==> config.mk <==
export PLATFORM = sky130hd
export DESIGN_NAME = uadd_5
export DESIGN_NICKNAME = d
export VERILOG_FILES = /design/src/rtl/uadd_5.sv
export SDC_FILE = /design/constraint.sdc
export NUM_CORES = 1
export LEC_CHECK = 0
export BUFFER_PORTS_ARGS = -buffer_cell sky130_fd_sc_hd__buf_2
export CORE_AREA = 2 2 39 41
export DETAILED_ROUTE_END_ITERATION = 8
export DIE_AREA = 0 0 41 43
export PLACE_DENSITY_LB_ADDON = 0.1
export SLEW_MARGIN = 20
export SYNTH_ARGS = -nofsm -noshare
export SYNTH_HDL_FRONTEND = slang
export SYNTH_SLANG_ARGS = --single-unit
==> constraint.sdc <==
create_clock -name clk -period 0.8 [get_ports clk]
set_clock_uncertainty 0.2 [all_clocks]
set_input_delay 0.24 -clock clk [delete_from_list [all_inputs] [get_ports clk]]
set_output_delay 0.24 -clock clk [all_outputs]
set_load 0.1 [all_outputs]
==> src/rtl/uadd_5.sv <==
// uadd_5: registered unsigned saturating adder with overflow flag.
// Define UADD5_INREG_EN to add an input register stage (2-cycle latency).
module uadd_5 #(
  parameter int WIDTH = 5
) (
  input  logic             clk,
  input  logic             rst,
  input  logic [WIDTH-1:0] a,
  input  logic [WIDTH-1:0] b,
  output logic [WIDTH-1:0] s,
  output logic             of
);
  logic [WIDTH-1:0] ar, br;
  logic [WIDTH:0]   sum;
`ifdef UADD5_INREG_EN
  always_ff @(posedge clk or posedge rst)
    if (rst) begin
      ar <= '0;
      br <= '0;
    end else begin
      ar <= a;
      br <= b;
    end
`else
  assign ar = a;
  assign br = b;
`endif
  assign sum = {1'b0, ar} + {1'b0, br};
  always_ff @(posedge clk or posedge rst)
    if (rst) begin
      s  <= '0;
      of <= 1'b0;
    end else begin
      s  <= sum[WIDTH] ? '1 : sum[WIDTH-1:0];
      of <= sum[WIDTH];
    end
endmodule

; Yosys cells after proc, flatten, opt, wreduce, memory -nomap -nowiden
; Index checks and enable logic that the tools add are counted.
[op_classes]
add_sub_neg = 1
mux = 1
[ops]
columns = operator, n
row1 = $add A5 B5 Y6, 1
row2 = $mux W5, 1
[totals]
regBits = 6
in_bits = 12
out_inout_bits = 6
word_cells = 4

; Logic depth before layout (Yosys ltp)
[logic_depth]
depth_word = 2
ltp_mapped = 6
mapped_depth_nobuf = 6

; Least setup slack after synthesis
; OpenSTA, ideal clock, no wires.
[synth_path]
kind = in2reg
start = in a[0]
end = reg s[4]
setup_time_ps = 141
arrival_time_ps = 1439
slack_ps = -980
stages = 6
n_path_buf = 0
path_cell_list = ha_1 inv_1 fa_1 nand2b_1 a2111oi_0 a22oi_1
[synth_via]
elab_chain_len = 2
[synth_rtl]
columns = element, line
row1 = from (decl), 8  ; input logic [WIDTH-1:0] a,
row2 = $add A5 B5 Y6, 28  ; assign sum = {1'b0, ar} + {1'b0, br};
row3 = $mux W5, 34  ; s <= sum[WIDTH] ? '1 : sum[WIDTH-1:0];
row4 = to (signal assigned), 34
row5 = to (decl), 10  ; output logic [WIDTH-1:0] s,
; No other way between the ends.

; Final worst setup path
; Same ends and word-level chain as after synthesis.

==> impl_results.md <==
- Pre-Repair DR Iteration Count: 3
- Post-route design area: 805.8 um2
- Remaining global-route overflow: 0
- Via count: 404
- GP Congestion: 0.7383
- Synthesized area per cell: 9.949 um2
- Synth Area in Simple Gates: 12.27%
- Setup TNS: -5.895 ns
- Post-synthesis mux area share: 0%
- Reg clk slew, reported paths: 0.04 ns
- Antenna cell count: 0
- RSZ-0062 raised after global routing: true
- Achievable Freq: 720.9 MHz
- Die height: 43 um
- Antenna Nets Post-Route: 0
- Fin worst setup slack: -0.5872 ns
- FP Rows: 14
- Status: finished with violations
- Per-cell routed wire length: 10.86 um
- Slew Limit Fails: 0
- Setup CP Type: input pin to flop
- Synth area leader: dfrtp_1
- Net count, final: 87
- Synth top area share: 36.81%
- Iter 0 DRT Violations: 3
- Clock sinks: 6
- TritonCTS clock tree: done
- Initial antenna violation count: 0
- CP max FO: 3
- Area of the core: 1384 um2
- TritonCTS Buffers: 3
- Dpl cells: 80
- Synth Area in Compound Gates: 23.01%
- Final Hold Vio Count: 6
- Gate Count Post-Synth: 41
- Startpoint types: input pin
- Ys Warns: 0
- Max Cap Viol: 0
- Root Driver: clkbuf_4
- WP data required: 0.71 ns
- Slew at the pin with the worst max-slew slack: 0.2833 ns
- Fin crit share: 173.4%
- Finish-stage setup viols: 12
- Seq/Total Area, Yosys: 36.81%
- Post-Synth XOR/XNOR Area: 2.147%
- IO Count: 18
- CTS HTree Levels: 1
- Failing checks: hold timing, setup timing
- Pre-CTS WS: -0.8797 ns
- FILL cells: 108
- Max IR drop VDD: 0.6426 mV
- Synth Area in Adders: 20.25%
- Vias/cell: 4.867
- Die area: 1763 um2
- Area taken by multi-input logic gates: 327.8 um2
- Routed wire length: 901 um
- Crit. Startpoint: a[0]
- Max-slew headroom: 81.07%
- Vias in the first global route: 388
- CP endpoint kind: flop
- Dpl hpwl: 762.9 um
- Largest family of logic cells by synthesized area: compound AO/OA/AOI/OAI gates
- Global-route wire length before repair: 1.531 mm
- Share of cells above drive strength 1: 65.67%
- Die Width: 41 um
- Placed cell area: 744.5 um2
- Area delta synth->final: 97.55%
- Clk buf depth: 2
- Pin count of the biggest net entering global routing: 8
- Hold Path Class: input pin to async pin
- Data arrival, critical path: 1.30 ns
- PortBufs: 17
- Worst Hold Slack: -0.3004 ns
- Synth cell types: 20
- Seq cells post-synth: 6
- Storage element area: 172.7 um2
- Gr usage total: 12.75%
- PD cells: 1869 nW/um2
- Largest cells by area after synthesis: dfrtp_1 (37%), ha_1 (15%), inv_1 (5.5%)
- Mapped Area: 407.9 um2
- Fin util: 58.23%
- P_leak: 0.3436 nW
- Power, Total: 1.506 mW
- Cell Count, Final, Fillers Out: 83
- Syn_nets: 59
- Min Clock Period, post-route: 1.387 ns
- Initial cell density of the core: 29.48%
- # DRC: 0
power by group:
group          total (mW)  switching [mW]  internal (mW)
Combinational       0.832           0.496          0.336
Clock               0.266          0.0974          0.169
Sequential          0.408          0.0332          0.374
Total                1.51           0.626          0.880
per-layer routing:
| metal | share of wire [%] | vias to the layer above | GRT usage (%) | wire length (um) |
|---|---|---|---|---|
| li1 | - | 202 | - | - |
| met1 | 39 | 181 | 14.85 | 348 |
| met2 | 52 | 16 | 19.06 | 465 |
| met3 | 6.1 | 5 | 3.665 | 55 |
| met4 | 3.4 | 0 | 8.667 | 31 |
| met5 | 0 | - | 0 | 0 |
worst max-delay path, cell delays in order:
cell	delay, ns
buf_8	0.07
ha_4	0.14
inv_2	0.04
fa_2	0.35
nand2b_4	0.16
a2111oi_4	0.19
a22oi_1	0.10
state kept, by name, summed over array words and instances (netlist names):
| signal | flops |
|---|---|
| of | 1 |
| s | 5 |
logic make-up (layout without fill, tap and decap cells):
family	Yosys count	in the layout
and+or+nand+nor	9	9
AOI/OAI and AO/OA	13	13
adders and majority gates	6	6
xor gates and xnor gates	1	1
DFF	6	6
buffers and inverters	6	32
worst max path at each step:
| stage | endpoint | cells after the start | slack, ns |
|---|---|---|---|
| after global routing | s[4]$_DFF_PP0_ | 7 | -0.65 |
| after CTS | s[4]$_DFF_PP0_ | 7 | -0.57 |
| final | s[4]$_DFF_PP0_ | 7 | -0.59 |
| after floorplan | s[4]$_DFF_PP0_ | 6 | -0.70 |
| after global placement | s[4]$_DFF_PP0_ | 7 | -0.85 |
| after detailed placement | s[4]$_DFF_PP0_ | 7 | -0.88 |
Yosys cell counts (all sizes together):
cell and count:
nand3 1, ha 5, o211ai 3, nor3b 1
fa 1, a211oi 1, a2111oi 2, dfrtp 6
a22oi 1, o21ai 2, a21oi 3, nand2b 1
and3 1, nor2b 1, nand2 1, a21o 1
nor3 3, xor2 1, inv 6
area by class of cell:
type                            count  area share [%]
Clock buffer                        3           2.795
Multi-Input combinational cell     29           40.68
Tap cell                           16           2.484
Sequential cell                     6           21.43
Inverter                            6           2.795
Timing Repair Buffer               23           29.81
what timing repair did:
action	CTS	global route
setup buffers	0	0
hold endpoints to repair	6	6
setup endpoints to repair	12	12
resized for setup	4	3
pin swaps	3	1
layout by cell type (no fill, tap or decap):
cell type / instances
buf_2: 9
dfrtp_4: 6
buf_12: 6
inv_1: 5
buf_4: 5
nor3_1: 3
o211ai_1: 3
ha_4: 3
clkbuf_4: 3
a21oi_2: 2
ha_1: 2
buf_6: 2
inv_2: 1
a21o_1: 1
a21oi_4: 1
nand2_1: 1
o21ai_1: 1
nand3_1: 1
and3_1: 1
a2111oi_2: 1
a211oi_1: 1
xor2_2: 1
nor2b_1: 1
o21ai_0: 1
nor3b_1: 1
nand2b_4: 1
a2111oi_4: 1
a22oi_1: 1
fa_2: 1
buf_8: 1
Note: power is estimated with default switching activity, not from simulation.
